==> src/rtl/pc_fetch_pkg.sv <==
// Shared widths, constants and helpers for the instruction fetch stage.
package pc_fetch_pkg;

  localparam int WORD_W    = 32;
  localparam int J_INDEX_W = 26;

  localparam logic [WORD_W-1:0] NOP_INSTR = 32'h0000_0000;
  localparam logic [WORD_W-1:0] PC_STEP   = 32'd4;

  // Clear the byte-offset bits so the result is a word address.
  function automatic logic [WORD_W-1:0] align_word(input logic [WORD_W-1:0] addr);
    return {addr[WORD_W-1:2], 2'b00};
  endfunction

endpackage

==> src/rtl/pc_next_sel.sv <==
// Combinational next-PC selection: stall hold > jump > branch > sequential.
module pc_next_sel
  import pc_fetch_pkg::*;
(
  input  logic [WORD_W-1:0]    pc,
  input  logic                 stall,
  input  logic                 jump,
  input  logic [J_INDEX_W-1:0] jump_index,
  input  logic                 branch_taken,
  input  logic [WORD_W-1:0]    branch_target,
  output logic [WORD_W-1:0]    next_pc,
  output logic                 redirect,
  output logic                 misalign
);

  logic [WORD_W-1:0] pc_plus4;

  // Pick the next PC; a held cycle ignores redirects entirely.
  always_comb begin
    pc_plus4 = pc + PC_STEP;
    next_pc  = pc_plus4;
    redirect = 1'b0;
    misalign = 1'b0;
    if (stall) begin
      next_pc = pc;
    end else if (jump) begin
      next_pc  = {pc_plus4[WORD_W-1:WORD_W-4], jump_index, 2'b00};
      redirect = 1'b1;
    end else if (branch_taken) begin
      next_pc  = align_word(branch_target);
      redirect = 1'b1;
      misalign = |branch_target[1:0];
    end else begin
      next_pc = pc_plus4;
    end
  end

endmodule

==> src/rtl/pc_fetch.sv <==
// Instruction fetch stage: PC register, IF/ID pipeline register,
// accepted-instruction counter and sticky address-error flag.
module pc_fetch
  import pc_fetch_pkg::*;
#(
  parameter logic [31:0] RESET_ADDR = 32'h0000_0000,
  parameter int          MEM_BYTES  = 1024
) (
  input  logic                 clk,
  input  logic                 reset,
  input  logic                 stall,
  input  logic                 branch_taken,
  input  logic [WORD_W-1:0]    branch_target,
  input  logic                 jump,
  input  logic [J_INDEX_W-1:0] jump_index,
  output logic [WORD_W-1:0]    Address,
  input  logic [WORD_W-1:0]    Instruction,
  output logic [WORD_W-1:0]    if_id_instr,
  output logic [WORD_W-1:0]    if_id_pc_plus4,
  output logic                 if_id_valid,
  output logic [WORD_W-1:0]    fetch_count,
  output logic                 addr_err
);

  localparam logic [WORD_W-1:0] MEM_LIMIT = WORD_W'(MEM_BYTES);

  logic [WORD_W-1:0] pc;
  logic [WORD_W-1:0] pc_plus4;
  logic [WORD_W-1:0] next_pc;
  logic              redirect;
  logic              misalign;

  // Memory sees the PC with no added latency.
  assign Address  = pc;
  assign pc_plus4 = pc + PC_STEP;

  pc_next_sel u_next_sel (
    .pc            (pc),
    .stall         (stall),
    .jump          (jump),
    .jump_index    (jump_index),
    .branch_taken  (branch_taken),
    .branch_target (branch_target),
    .next_pc       (next_pc),
    .redirect      (redirect),
    .misalign      (misalign)
  );

  // Advance PC, load or flush IF/ID, count accepted fetches, latch errors.
  always_ff @(posedge clk) begin
    if (reset) begin
      pc             <= RESET_ADDR;
      if_id_instr    <= NOP_INSTR;
      if_id_pc_plus4 <= 32'h0000_0000;
      if_id_valid    <= 1'b0;
      fetch_count    <= 32'h0000_0000;
      addr_err       <= 1'b0;
    end else begin
      pc <= next_pc;
      if ((pc >= MEM_LIMIT) || misalign) begin
        addr_err <= 1'b1;
      end
      if (!stall) begin
        if_id_pc_plus4 <= pc_plus4;
        if (redirect) begin
          // The word fetched this cycle is on the wrong path: drop it.
          if_id_instr <= NOP_INSTR;
          if_id_valid <= 1'b0;
        end else begin
          if_id_instr <= Instruction;
          if_id_valid <= 1'b1;
          fetch_count <= fetch_count + 32'd1;
        end
      end
    end
  end

endmodule

==> config.mk <==
export PLATFORM = sky130hd
export DESIGN_NAME = pc_fetch
export DESIGN_NICKNAME = d
export VERILOG_FILES = /design/src/rtl/pc_fetch_pkg.sv /design/src/rtl/pc_next_sel.sv /design/src/rtl/pc_fetch.sv
export SDC_FILE = /design/constraint.sdc
export NUM_CORES = 1
export LEC_CHECK = 0
export ABC_AREA = 1
export ABC_CLOCK_PERIOD_IN_PS = 3700
export BUFFER_PORTS_ARGS = -buffer_cell sky130_fd_sc_hd__buf_2
export CELL_PAD_IN_SITES_DETAIL_PLACEMENT = 2
export CELL_PAD_IN_SITES_GLOBAL_PLACEMENT = 2
export CORE_ASPECT_RATIO = 0.5
export CORE_MARGIN = 5
export CORE_UTILIZATION = 29
export CTS_BUF_LIST = sky130_fd_sc_hd__clkbuf_4 sky130_fd_sc_hd__clkbuf_8
export CTS_CLUSTER_SIZE = 10
export DETAILED_ROUTE_END_ITERATION = 12
export GPL_ROUTABILITY_DRIVEN = 0
export PLACE_DENSITY_LB_ADDON = 0.25
export SYNTH_ARGS = -nofsm -noshare
export SYNTH_HDL_FRONTEND = slang
export SYNTH_SLANG_ARGS = --single-unit
==> constraint.sdc <==
create_clock -name clk -period 3.7 [get_ports clk]
set_clock_uncertainty 0.2 [all_clocks]
set_input_delay 0.74 -clock clk [delete_from_list [all_inputs] [get_ports clk]]
set_output_delay 0.74 -clock clk [all_outputs]
set_load 0.005 [all_outputs]
==> key figures <==
Run status
  • Outcome: complete, no violations

Setup path
  • Arrival time reported for the critical path endpoint: 2.40 ns
  • Critical Path End Type: register
  • Required time reported for the critical path endpoint: 3.88 ns
  • Cell-by-cell trace of the critical path: ha_1, nand2_1, nor2_2, nand2_1, inv_1, nand2_1, nand2_1, nand2_1, o21ai_0, inv_1
  • Most repeated library cell on the critical path: sky130_fd_sc_hd__nand2_1
  • Critical-path cell with the highest stage delay: sky130_fd_sc_hd__dfxtp_1
  • Worst path buffer plus inverter count: 2
  • Startpoint class of the critical path: register
  • Maximum net fanout on the critical path: 6
  • Delay of the slowest cell on the worst path: 0.47 ns
  • Top Family by Delay on Critical Path: simple AND/OR/NAND/NOR gates
  • Worst setup path category: reg2reg

Power and ir drop
  • Cell Pwr Density: 387.4 nW/um^2
  • Leak Pwr: 0.003782 uW
  • Peak supply drop: 0.1795 mV

Synth
  • Synth Area in XOR/XNOR: 0.02008
  • Combined area of all synthesized cells: 6544 um^2
  • Flip-flop and latch count after synthesis: 126
  • Share of synthesized cell area in and, or, nand and nor gates: 0.3436
  • Distinct cell type count after synthesis: 41
  • Combinational family with the most area after synthesis: simple AND/OR/NAND/NOR gates
  • Most common flop cell mapped by yosys: sky130_fd_sc_hd__dfxtp_1
  • Post-synthesis average cell area: 6.518 um^2
  • Number of warning messages in the yosys log: 0
  • Synthesized-area fraction occupied by ao, oa, aoi and oai cells: 0.1583
  • Number of standard cells after synthesis: 1,004
  • Number of synthesized flops with an enable pin: 0
  • Sequential cell area fraction in the yosys report: 0.3855
  • Adder and majority gate portion of the synthesized area: 0.005736
  • Portion of netlist area occupied by mux cells: 0
  • Share of async-settable or async-resettable flops after synthesis: 0

Job
  • Number of max-cap violations: 0

Clock network
  • Cell at the root of the clock tree: sky130_fd_sc_hd__clkbuf_8
  • Register clock-pin slew on the reported worst setup and hold paths: 0.08 ns
  • Resize count post-CTS: 0
  • H-tree depth: 4
  • Post-cts hold buffer count: 0
  • Inserted Clock Buffers: 17
  • TritonCTS clock tree: yes
  • Buffers inserted by post-CTS timing repair: 0
  • Number of sinks driven by the clock tree: 126
  • Worst-skew pair later-pin latency: 0.49 ns
  • Buffer levels on the longest clock path: 2

Floorplanning
  • Die X: 222.4 um
  • Core Box Area: 21,920 um^2
  • Area enclosed by the die boundary: 25,850 um^2
  • Boundary Pins: 225
  • # rows: 38
  • Die boundary height: 116.2 um
  • Initial Utilization: 0.2986

Global route
  • Largest net degree at the start of global routing: 89
  • Grt total ovfl: 0
  • Number of global-route vias before repair: 8,228
  • Global routing usage summed across all routing layers: 0.2102
  • Initial antenna violation count: 0
  • Wire length of the first global-routing pass: 43,430 um

STA
  • Maximum clock frequency: 450.0 MHz
  • Clock period minus worst slack: 2.222 ns
  • Setup repair after global routing missed its margin: false
  • Max-slew violations: 0
  • Final setup margin: 1.478 ns
  • Final setup vio count: 0
  • Slew of the pin with the lowest slew margin: 0.9214 ns
  • Sum of negative setup slack: 0 ns
  • Final worst-path cycle share: 0.6006
  • Final hold violations: 0
  • Relative slew slack: 0.3857

Place
  • IO buf count: 220
  • Hpwl dp: 20,400 um
  • Worst setup slack before clock tree synthesis: 0.9995 ns

Drt
  • Routed WL: 27,020 um
  • Pre-antenna DRT Iters: 4
  • Via total after detailed routing: 7,401
  • DR DRC count: 0
  • Via density per instance: 4.869
  • Detail Route Antenna Nets: 0
  • DRT iter0 DRCs: 282
  • Avg WL per Cell: 17.78 um

Finish
  • Final layout net count: 1,305
  • Number of filler instances in the final layout: 2,758
  • Layout overhead on the synthesized area: 27.17%
  • Share of post-route cells with drive strength above 1: 0.2393
  • Antenna cell count: 0

Hold path
  • Worst hold-check path type: reg2reg
-- registers in the layout, summed over array words and instances (netlist names) --
signal and cells:
if_id_instr 32, addr_err 1, fetch_count 32, Address 30
if_id_valid 1, if_id_pc_plus4 30
-- placed cells by master, fill, tap and decap left out, types with 5 or more instances in the layout --
master,instances
sky130_fd_sc_hd__a221oi_1,22
sky130_fd_sc_hd__inv_1,91
sky130_fd_sc_hd__a21oi_1,81
sky130_fd_sc_hd__nor2_2,9
sky130_fd_sc_hd__a22oi_1,5
sky130_fd_sc_hd__xnor2_1,5
sky130_fd_sc_hd__nand2_1,291
sky130_fd_sc_hd__nand3_1,40
sky130_fd_sc_hd__buf_2,220
sky130_fd_sc_hd__clkbuf_8,20
sky130_fd_sc_hd__nor2_4,7
sky130_fd_sc_hd__xor2_1,10
sky130_fd_sc_hd__nand2_2,5
sky130_fd_sc_hd__nor2_1,161
sky130_fd_sc_hd__o21ai_0,58
sky130_fd_sc_hd__nand4_1,9
sky130_fd_sc_hd__clkinv_2,5
sky130_fd_sc_hd__dfxtp_1,126
sky130_fd_sc_hd__buf_4,7
-- layout make-up --
cell class / count / area, um^2 / share of cell area
clock inverter: 11 / 162.7 / 0.01955
tap: 300 / 375.4 / 0.04511
inverter: 94 / 356.6 / 0.04285
sequential: 126 / 2522 / 0.3031
clock buffer: 21 / 282.8 / 0.03398
timing repair buffer: 227 / 1154 / 0.1386
multi-input combinational: 741 / 3468 / 0.4168
-- report_power, final --
| group | internal, uW | leakage [uW] | switching [uW] |
|---|---|---|---|
| combinational | 143 | 0.00253 | 219 |
| clock | 789 | 0.000221 | 602 |
| sequential | 1410 | 0.00103 | 61.1 |
| total | 2340 | 0.00378 | 882 |
-- synth_stat cells (2+ instances only) --
master	count	share of area
sky130_fd_sc_hd__nor3_1	2	0.0015
sky130_fd_sc_hd__o21ai_1	4	0.0031
sky130_fd_sc_hd__a221oi_1	22	0.029
sky130_fd_sc_hd__nand2_2	5	0.0048
sky130_fd_sc_hd__buf_1	6	0.0034
sky130_fd_sc_hd__nand4_1	9	0.0086
sky130_fd_sc_hd__nand3_2	4	0.0061
sky130_fd_sc_hd__nand3_1	40	0.031
sky130_fd_sc_hd__a31oi_1	3	0.0029
sky130_fd_sc_hd__clkbuf_1	27	0.015
sky130_fd_sc_hd__o21bai_1	2	0.0023
sky130_fd_sc_hd__nor2_2	9	0.0086
sky130_fd_sc_hd__nor2_1	161	0.092
sky130_fd_sc_hd__buf_4	5	0.0057
sky130_fd_sc_hd__xor2_1	10	0.013
sky130_fd_sc_hd__nand2_1	291	0.17
sky130_fd_sc_hd__a22oi_1	5	0.0057
sky130_fd_sc_hd__inv_1	91	0.052
sky130_fd_sc_hd__a21oi_1	81	0.062
sky130_fd_sc_hd__o211ai_1	4	0.0046
sky130_fd_sc_hd__ha_1	3	0.0057
sky130_fd_sc_hd__o21ai_0	58	0.044
sky130_fd_sc_hd__nor4_1	2	0.0019
sky130_fd_sc_hd__xnor2_1	5	0.0067
sky130_fd_sc_hd__nor2_4	7	0.012
sky130_fd_sc_hd__buf_2	7	0.0054
sky130_fd_sc_hd__and2_1	2	0.0019
sky130_fd_sc_hd__dfxtp_1	126	0.39
-- per-stage QoR --
step | hold slack [ns] | instances | util | instance area, um^2 | power (uW)
after floorplan | 0.2618 | 1007 | - | 6555 | 1679
after global placement | 0.2487 | 1488 | 0.3593 | 7876 | 1850
after detailed placement | 0.2583 | 1488 | 0.3593 | 7876 | 1868
after CTS | 0.2504 | 1520 | 0.3797 | 8322 | 3274
after global routing | 0.2658 | 1520 | 0.3797 | 8322 | 3383
final | 0.2684 | 1520 | 0.3797 | 8322 | 3224
-- kinds of logic after synthesis --
group / Yosys count
DFF: 126
buffers and inverters: 140
and+or+nand+nor: 537
xor gates and xnor gates: 15
adders and majority gates: 3
AOI/OAI and AO/OA: 182
other: 1
-- per-layer routing --
metal  routed length, um  vias up  global-route usage
met5                   0        -                   0
met4                 547        0             0.07912
met3                 807       35             0.03993
met2               14190      120              0.4050
met1               11480     3632              0.2345
li1                    -     3614                   -
-- worst min-delay path: cells and delay by family (launching register included) --
| kind | cells | cell delay (ns) |
|---|---|---|
| AO/OA/AOI/OAI | 1 | 0.05 |
| flip-flops | 1 | 0.31 |
| AND/OR/NAND/NOR | 1 | 0.06 |
-- path summary, 6_finish.rpt --
path,start,endpoint,slack (ns),cells past startpoint
min,if_id_instr[17]$_SDFFE_PP0N_,if_id_instr[17]$_SDFFE_PP0N_,0.27,2
max reg2reg,Address[2]$_SDFFE_PP0N_,if_id_pc_plus4[28]$_SDFFE_PP0N_,1.48,10
min reg2reg,if_id_instr[17]$_SDFFE_PP0N_,if_id_instr[17]$_SDFFE_PP0N_,0.27,2
max,Address[2]$_SDFFE_PP0N_,if_id_pc_plus4[28]$_SDFFE_PP0N_,1.48,10
(Power assumes the default switching activity.)
